[src/rtl/imem_loader_pkg.sv]
// Shared types and constants for the boot-time instruction memory loader.
// Imported by the byte packer and the loader top.
package imem_loader_pkg;

  typedef enum logic [1:0] {
    S_LEN  = 2'd0,
    S_DATA = 2'd1,
    S_DONE = 2'd2,
    S_ERR  = 2'd3
  } loader_state_t;

  localparam int LEN_BYTES  = 4;
  localparam int WORD_BYTES = 4;

endpackage

[src/rtl/byte_packer.sv]
// Assembles four little-endian bytes into a 32-bit word; the first byte of a
// group lands in word[7:0]. Shared by the length field and the data words.
module byte_packer
  import imem_loader_pkg::*;
(
  input  logic        clk,
  input  logic        clear,
  input  logic        push,
  input  logic [7:0]  in_byte,
  output logic        word_valid,
  output logic [31:0] word
);

  logic [1:0]  cnt;
  logic [23:0] sbuf;

  // Bytes enter at the top and shift down, so after three pushes the
  // oldest byte sits in sbuf[7:0].
  always_ff @(posedge clk) begin
    if (clear) begin
      cnt  <= 2'd0;
      sbuf <= 24'd0;
    end else if (push) begin
      cnt  <= cnt + 2'd1;
      sbuf <= {in_byte, sbuf[23:8]};
    end
  end

  assign word_valid = push && (cnt == 2'(WORD_BYTES - 1));
  assign word       = {in_byte, sbuf};

endmodule

[src/rtl/imem_loader.sv]
// Boot loader: reads a length-prefixed little-endian byte stream, writes the
// words into instruction memory and releases core reset once the image is in.
module imem_loader
  import imem_loader_pkg::*;
#(
  parameter int ADDR_WIDTH = 10
) (
  input  logic        clk,
  input  logic        rst,
  input  logic        in_valid,
  input  logic [7:0]  in_data,
  output logic        in_ready,
  output logic        im_we,
  output logic [31:0] im_addr,
  output logic [31:0] im_wd,
  output logic        core_rst,
  output logic        done,
  output logic        error,
  output logic [1:0]  dbg_state
);

  // Handshake: a byte moves only on a rising edge where in_valid && in_ready.
  // in_ready is combinational from state and rst; every other output is a flop.

  localparam logic [32:0] DEPTH = 33'd1 << ADDR_WIDTH;

  loader_state_t         state, next_state;
  logic [31:0]           len_q;
  logic [ADDR_WIDTH:0]   word_idx;
  logic                  hs;
  logic                  pk_clear;
  logic                  pk_valid;
  logic [31:0]           pk_word;
  logic                  last_word;

  assign hs        = in_valid && in_ready;
  assign pk_clear  = rst || (state != next_state);
  assign last_word = ((32'(word_idx) + 32'd1) == len_q);

  byte_packer u_packer (
    .clk        (clk),
    .clear      (pk_clear),
    .push       (hs),
    .in_byte    (in_data),
    .word_valid (pk_valid),
    .word       (pk_word)
  );

  always_ff @(posedge clk) begin
    if (rst) state <= S_LEN;
    else     state <= next_state;
  end

  always_comb begin
    next_state = state;
    case (state)
      S_LEN: begin
        if (pk_valid) begin
          if (pk_word == 32'd0)                next_state = S_DONE;
          else if ({1'b0, pk_word} > DEPTH)    next_state = S_ERR;
          else                                 next_state = S_DATA;
        end
      end
      S_DATA: begin
        if (pk_valid && last_word) next_state = S_DONE;
      end
      S_DONE:  next_state = S_DONE;
      S_ERR:   next_state = S_ERR;
      default: next_state = S_LEN;
    endcase
  end

  always_comb begin
    in_ready  = !rst && (state == S_LEN || state == S_DATA);
    dbg_state = state;
  end

  // word_idx is one bit wider than the address so a full DEPTH-word image
  // can be counted without wrapping.
  always_ff @(posedge clk) begin
    if (rst) begin
      len_q    <= 32'd0;
      word_idx <= '0;
      im_we    <= 1'b0;
      im_addr  <= 32'd0;
      im_wd    <= 32'd0;
      done     <= 1'b0;
      error    <= 1'b0;
      core_rst <= 1'b1;
    end else begin
      im_we <= 1'b0;
      if (state == S_LEN) begin
        word_idx <= '0;
        if (pk_valid) len_q <= pk_word;
      end
      if (state == S_DATA && pk_valid) begin
        im_we    <= 1'b1;
        im_wd    <= pk_word;
        im_addr  <= 32'({word_idx, 2'b00});
        word_idx <= word_idx + 1'b1;
      end
      done     <= (state == S_DONE);
      error    <= (state == S_ERR);
      core_rst <= (state != S_DONE);
    end
  end

endmodule

[config.mk]
export PLATFORM = sky130hd
export DESIGN_NAME = imem_loader
export DESIGN_NICKNAME = d
export VERILOG_FILES = /design/src/rtl/imem_loader_pkg.sv /design/src/rtl/byte_packer.sv /design/src/rtl/imem_loader.sv
export SDC_FILE = /design/constraint.sdc
export NUM_CORES = 1
export LEC_CHECK = 0
export CAP_MARGIN = 30
export CORE_MARGIN = 8
export CORE_UTILIZATION = 57
export DETAILED_ROUTE_END_ITERATION = 8
export PLACE_DENSITY = 0.84
export SKIP_CTS_REPAIR_TIMING = 1
export SYNTH_ARGS = -nofsm -noshare
export SYNTH_HDL_FRONTEND = slang
export SYNTH_SLANG_ARGS = --single-unit
[constraint.sdc]
create_clock -name clk -period 4.7 [get_ports clk]
set_clock_uncertainty 0.1 [all_clocks]
set_input_delay 0.94 -clock clk [delete_from_list [all_inputs] [get_ports clk]]
set_output_delay 0.94 -clock clk [all_outputs]
set_load 0.02 [all_outputs]
==> results of run 1 <==
## layer usage
metal,up-vias,GRT usage,part of all wire,routed length (µm)
met5,-,0,0,0
met4,0,0.100,0.027,350
met3,36,0.0756,0.066,858
met2,191,0.385,0.51,6600
met1,2093,0.248,0.39,5100
li1,2140,-,-,-
## worst min-delay path: stages (launching register included)
cell and delay (ps):
dfxtp_1 300, nand2_1 50, a21oi_1 50
## per-stage QoR
step / std cells / util / setup WS [ps] / cell area [µm²] / power (W)
floorplan: 623 / - / 1910 / 5070 / 0.00110
global placement: 732 / 0.642 / 1440 / 5520 / 0.00111
detailed placement: 732 / 0.642 / 1310 / 5520 / 0.00111
CTS: 764 / 0.711 / 1590 / 6110 / 0.00239
global route: 764 / 0.711 / 1500 / 6110 / 0.00245
finish: 764 / 0.711 / 1600 / 6110 / 0.00238
## cells in the mapped netlist, types with 2 or more instances
| cell | instances |
|---|---|
| xor2_1 | 4 |
| or4_1 | 4 |
| nor2b_1 | 2 |
| and2_1 | 2 |
| nand3b_1 | 3 |
| a211o_1 | 2 |
| nor2_1 | 17 |
| nor4_1 | 39 |
| a21oi_1 | 89 |
| ha_1 | 2 |
| o21ai_0 | 6 |
| buf_6 | 3 |
| nand2b_1 | 2 |
| nor3b_1 | 3 |
| buf_2 | 5 |
| and3_1 | 2 |
| mux2i_1 | 25 |
| a31oi_1 | 3 |
| dfxtp_1 | 118 |
| o221ai_1 | 2 |
| nand3_1 | 7 |
| nand2_1 | 157 |
| inv_1 | 5 |
| clkbuf_1 | 34 |
| xnor2_1 | 8 |
| buf_4 | 22 |
| a211oi_1 | 5 |
| or3_1 | 3 |
| nor3_1 | 4 |
| nand4_1 | 5 |
## power by group through the flow
stage / registers (W) / clock network [W] / logic (W)
2_1_floorplan: 0.00103 / 0 / 0.0000659
3_3_place_gp: 0.00104 / 0 / 0.0000703
3_5_place_dp: 0.00104 / 0 / 0.0000719
4_1_cts: 0.00102 / 0.00130 / 0.0000733
5_1_grt: 0.00102 / 0.00135 / 0.0000800
6_report: 0.00102 / 0.00129 / 0.0000742
## state kept, by name, indices dropped and copies added, names as in the netlist
| name | cells |
|---|---|
| core_rst | 1 |
| u_packer.sbuf | 24 |
| error | 1 |
| done | 1 |
| word_idx | 11 |
| u_packer.cnt | 2 |
| len_q | 32 |
| im_we | 1 |
| dbg_state | 2 |
| im_addr | 11 |
| im_wd | 32 |
## layout make-up
| class | count | area [µm²] |
|---|---|---|
| fillers | 646 | 2480 |
| flip-flops and latches | 118 | 2360 |
| multi-input cells | 433 | 2340 |
| repair buffers | 67 | 651 |
| clock buffers | 20 | 445 |
| clock inverters | 12 | 151 |
| well taps | 108 | 135 |
| inverters | 6 | 22.5 |
## worst min-delay path by stage
stage	startpoint	endpoint	slack (ps)	depth (start not counted)
after floorplan	len_q[30]$_SDFFE_PP0P_	len_q[30]$_SDFFE_PP0P_	330	2
after detailed placement	im_addr[9]$_SDFFE_PP0P_	im_addr[9]$_SDFFE_PP0P_	350	2
after CTS	im_addr[9]$_SDFFE_PP0P_	im_addr[9]$_SDFFE_PP0P_	350	2
final	im_addr[9]$_SDFFE_PP0P_	im_addr[9]$_SDFFE_PP0P_	350	2
after global routing	im_wd[31]$_SDFFE_PP0P_	im_wd[31]$_SDFFE_PP0P_	380	2
after global placement	len_q[30]$_SDFFE_PP0P_	len_q[30]$_SDFFE_PP0P_	340	2
## cells by family (layout without fill, tap and decap cells)
group | after synthesis | in the layout | synth area share
and+or+nand+nor | 256 | 256 | 0.240
DFF | 118 | 118 | 0.472
AOI/OAI and AO/OA | 116 | 116 | 0.131
buffers and inverters | 72 | 105 | 0.0766
muxes | 25 | 25 | 0.0501
xor gates and xnor gates | 13 | 13 | 0.0243
adders and majority gates | 2 | 2 | 0.00500
other | 1 | 21 | 0.000750
==> run_results.csv, run 1 <==
group,metric,value,unit
synth,netlist_instances,603,
critical_path,path_cells,"buf_4, nor2_1, clkdlybuf4s50_1",
synth,synth_edf_count,0,
sta,worst_pin_slew,629,ps
cts,cts_buffers,17,
synth,syn_area_per_cell,8.29,µm²
global_routing,grt_pass1_vias,4546,
critical_path,crit_end,"in_ready",
synth,ys_ff_latch,118,
global_routing,antenna_found_initial,0,
synth,netlist-cell-type-count,50,
critical_path,worst-path-buf-inv,2,
synth,synthesis.area,5000,µm²
cts,clk_transition_reported_paths,50,ps
pwr,p_seq_frac,0.428,
pwr,p_sw_frac,0.217,
pwr,p_sw,0.000517,W
routing,ant_nets,0,
critical_path,required,3660,ps
flow_run,maxCapViolations,0,
die,io_pins,82,
routing,route.detailed.drc,0,
synth,ys.warnings.count,0,
status,status,"complete, no violations",
critical_path,worstPathMaxFanout,54,
sta,period_share,0.660,
routing,drtIter0Drc,399,
global_routing,grt_max_degree,66,
die,fp.dieH,110,µm
layout,final_common_cell,"nand2_1",
worst_hold_path,hold_path.class,"flop to flop",
sta,rsz0062_at_grt,"no",
layout,drive_gt1_frac,0.0747,
critical_path,cp-startpoint,"rst",
die,core-area,8590,µm²
place,gp_congestion,0.920,
sta,fin_crit,3100,ps
sta,setup_viol,0,
critical_path,slowest_delay,560,ps
cts,worstSkewPairLatency,520,ps
cts,clock-sinks,118,
critical_path,rr_worst_depth,8,
critical_path,cp_top_family,"buffers and inverters",
layout,layout_common_cells,"nand2_1 (157), dfxtp_1 (118), a21oi_1 (89)",
pwr,combPwrFrac,0.031,
sta,fin_tns_setup,0,ps
sta,slew_violations,0,
place,hpwlAfterDp,8030,µm
critical_path,reg2reg_to,"dbg_state[1]$_SDFF_PP0_",
pwr,leakage,2.10,nW
die,die-area,12000,µm²
critical_path,r2r_start,"word_idx[0]$_SDFFE_PP0P_",
layout,n_antenna_cell,0,
critical_path,crit_cells,3,
layout,final_net_count,656,
synth,yosys.area.top_type,"dfxtp_1",
global_routing,overflow,0,
critical_path,ff2ff_setup_slack,1890,ps
pwr,clock_power_share,0.541,
synth,ys.flop_type,"dfxtp_1",
place,io_buffers,60,
cts,cts_tree,"yes",
layout,syn_to_final_growth,22.2,%
critical_path,end_kind,"primary output",
pwr,p_per_area,389,nW/µm²
pwr,irDropWorstVdd,0.274,mV
routing,post_drt_wl_per_cell,16.9,µm
die,row_count,34,
sta,max_freq,322,MHz
critical_path,path_class,"primary input to primary output",
synth,yosysTopAreaCellShare,0.472,
routing,drt-pass1-iter-count,5,
critical_path,worst-endpoint-arrival,2060,ps
cts,clockRootBuffer,"clkbuf_8",
cts,cts_max_path_buffers,2,
synth,ys_seq_area_frac,0.472,
routing,routed_wl,12900,µm
pwr,intPower,0.00186,W
sta,hold_ws,352,ps
cts,htreeDepth,4,
die,start_util,0.582,
synth,synth_area_leaders,"dfxtp_1 (47%), nand2_1 (12%), a21oi_1 (8.9%)",
global_routing,track_usage,0.225,
routing,avgViaCountPerCell,5.84,
die,fp.dieW,110,µm
routing,route.vias.total,4460,
global_routing,grt_pass1_wl,21500,µm
sta,final_hold_viol_count,0,
sta,slew_headroom,0.581,
critical_path,start_kind,"primary input",
critical_path,worst_path_max_delay_cell,"clkdlybuf4s50_1",
synth,synthArstFlopShare,0,
Power figures use the tool's default switching activity.
==> run 2, diff against run 1 <==
Settings changed: CORE_UTILIZATION 57 to 53, PLACE_DENSITY 0.84 to 0.79.
Clock period 4.7 ns to 3.15 ns, I/O delays scaled along.
==> run_results.csv, run 2 (synthesis gave the netlist of run 1 again) <==
group,metric,value,unit
layout,final_net_count,659,
sta,final_hold_viol_count,0,
sta,max_freq,370,MHz
critical_path,required,3430,ps
critical_path,cp-startpoint,"word_idx[0]$_SDFFE_PP0P_",
sta,slew_violations,0,
sta,hold_ws,352,ps
cts,cts_max_path_buffers,2,
cts,clockRootBuffer,"clkbuf_8",
global_routing,grt_pass1_wl,21000,µm
sta,fin_crit,2700,ps
cts,clk_transition_reported_paths,50,ps
place,io_buffers,60,
pwr,irDropWorstVdd,0.446,mV
place,hpwlAfterDp,8250,µm
critical_path,slowest_delay,470,ps
die,fp.dieH,113,µm
cts,htreeDepth,4,
die,row_count,35,
critical_path,worstPathMaxFanout,27,
cts,worstSkewPairLatency,510,ps
worst_hold_path,hold_path.class,"flop to flop",
layout,drive_gt1_frac,0.0789,
pwr,p_per_area,594,nW/µm²
sta,worst_pin_slew,588,ps
critical_path,path_class,"flop to flop",
global_routing,overflow,0,
cts,cts_tree,"yes",
cts,clock-sinks,118,
layout,n_antenna_cell,0,
critical_path,cp_top_family,"simple AND/OR/NAND/NOR gates",
routing,ant_nets,0,
routing,drt-pass1-iter-count,7,
die,start_util,0.544,
sta,fin_tns_setup,0,ps
routing,route.detailed.drc,2,
sta,slew_headroom,0.607,
die,die-area,12800,µm²
routing,post_drt_wl_per_cell,16.9,µm
global_routing,antenna_found_initial,0,
worst_hold_path,worstHoldStart,"len_q[30]$_SDFFE_PP0P_",
pwr,leakage,2.15,nW
pwr,total_power,0.00369,W
routing,routed_wl,13000,µm
layout,syn_to_final_growth,24.4,%
flow_run,maxCapViolations,0,
layout,layout_common_cells,"nand2_1 (157), dfxtp_1 (118), a21oi_1 (89)",
layout,final_common_cell,"nand2_1",
sta,layout_setup_ws,451,ps
critical_path,worst_path_max_delay_cell,"dfxtp_1",
routing,drtIter0Drc,365,
layout,reg_top3,"im_wd (32), len_q (32), u_packer.sbuf (24)",
critical_path,r2r_start,"word_idx[0]$_SDFFE_PP0P_",
global_routing,grt_pass1_vias,4262,
status,status,"complete, but fails checks",
routing,route.vias.total,4475,
die,io_pins,82,
sta,rsz0062_at_grt,"no",
die,core-area,9200,µm²
cts,cts_buffers,17,
global_routing,grt_max_degree,83,
sta,setup_viol,0,
place,pre_cts_ws,440,ps
critical_path,worst-endpoint-arrival,2970,ps
place,gp_congestion,0.873,
critical_path,end_kind,"flop",
critical_path,path_cells,"ha_1, and3_1, nand4_1, xnor2_1, o221ai_1, nor4_4, buf_4, nor4_1",
critical_path,start_kind,"flop",
routing,avgViaCountPerCell,5.81,
critical_path,worst-path-buf-inv,1,
die,fp.dieW,113,µm
status,violations,"DRC",
sta,period_share,0.857,
global_routing,track_usage,0.201,
[run 2: cell types whose count changed in the layout (fill, tap and decap cells not counted), sizes merged]
cell	delta
bufinv	+2
clkinv	+1
inv	-1
buf	+3
clkbuf	-1
clkinvlp	-1
[run 2: path summary, 6_finish.rpt]
path	slack (ps)	depth (start not counted)	end
max	450	8	u_packer.sbuf[23]$_SDFFE_PP0P_
min	350	2	len_q[30]$_SDFFE_PP0P_
max reg2reg	450	8	u_packer.sbuf[23]$_SDFFE_PP0P_
min reg2reg	350	2	len_q[30]$_SDFFE_PP0P_
[run 2: through the flow]
| stage | utilization | instances | cell area (µm²) |
|---|---|---|---|
| 6_report | 0.677 | 770 | 6220 |
| 5_1_grt | 0.677 | 770 | 6220 |
| 4_1_cts | 0.677 | 770 | 6220 |
| 3_5_place_dp | 0.607 | 738 | 5590 |
| 3_3_place_gp | 0.604 | 737 | 5560 |
| 2_1_floorplan | - | 623 | 5070 |
[run 2: area by class of cell]
cell class | instances | area [µm²]
Multi-Input combinational cell | 433 | 2340
Timing Repair Buffer | 70 | 718
Sequential cell | 118 | 2360
Fill cell | 718 | 2970
Inverter | 6 | 22.5
Clock inverter | 13 | 204
Tap cell | 111 | 139
Clock buffer | 19 | 432
[run 2: report_power, final]
group          internal, W  total, W  switching [W]
Sequential         0.00150   0.00152      0.0000146
Combinational    0.0000378  0.000117      0.0000795
Clock              0.00138   0.00206       0.000679
Total              0.00292   0.00369       0.000774
[run 2: layer usage]
layer  track usage  vias to the layer above  share of wire
li1              -                     2134              -
met3        0.0543                       25          0.059
met4        0.0888                        0          0.020
met2         0.358                      169           0.52
met1         0.218                     2147           0.41
met5             0                        -              0
[run 2: worst min-delay path, stage by stage (launching register included)]
cell and delay [ps]:
dfxtp_1 300, nand2_1 50, a21oi_1 50
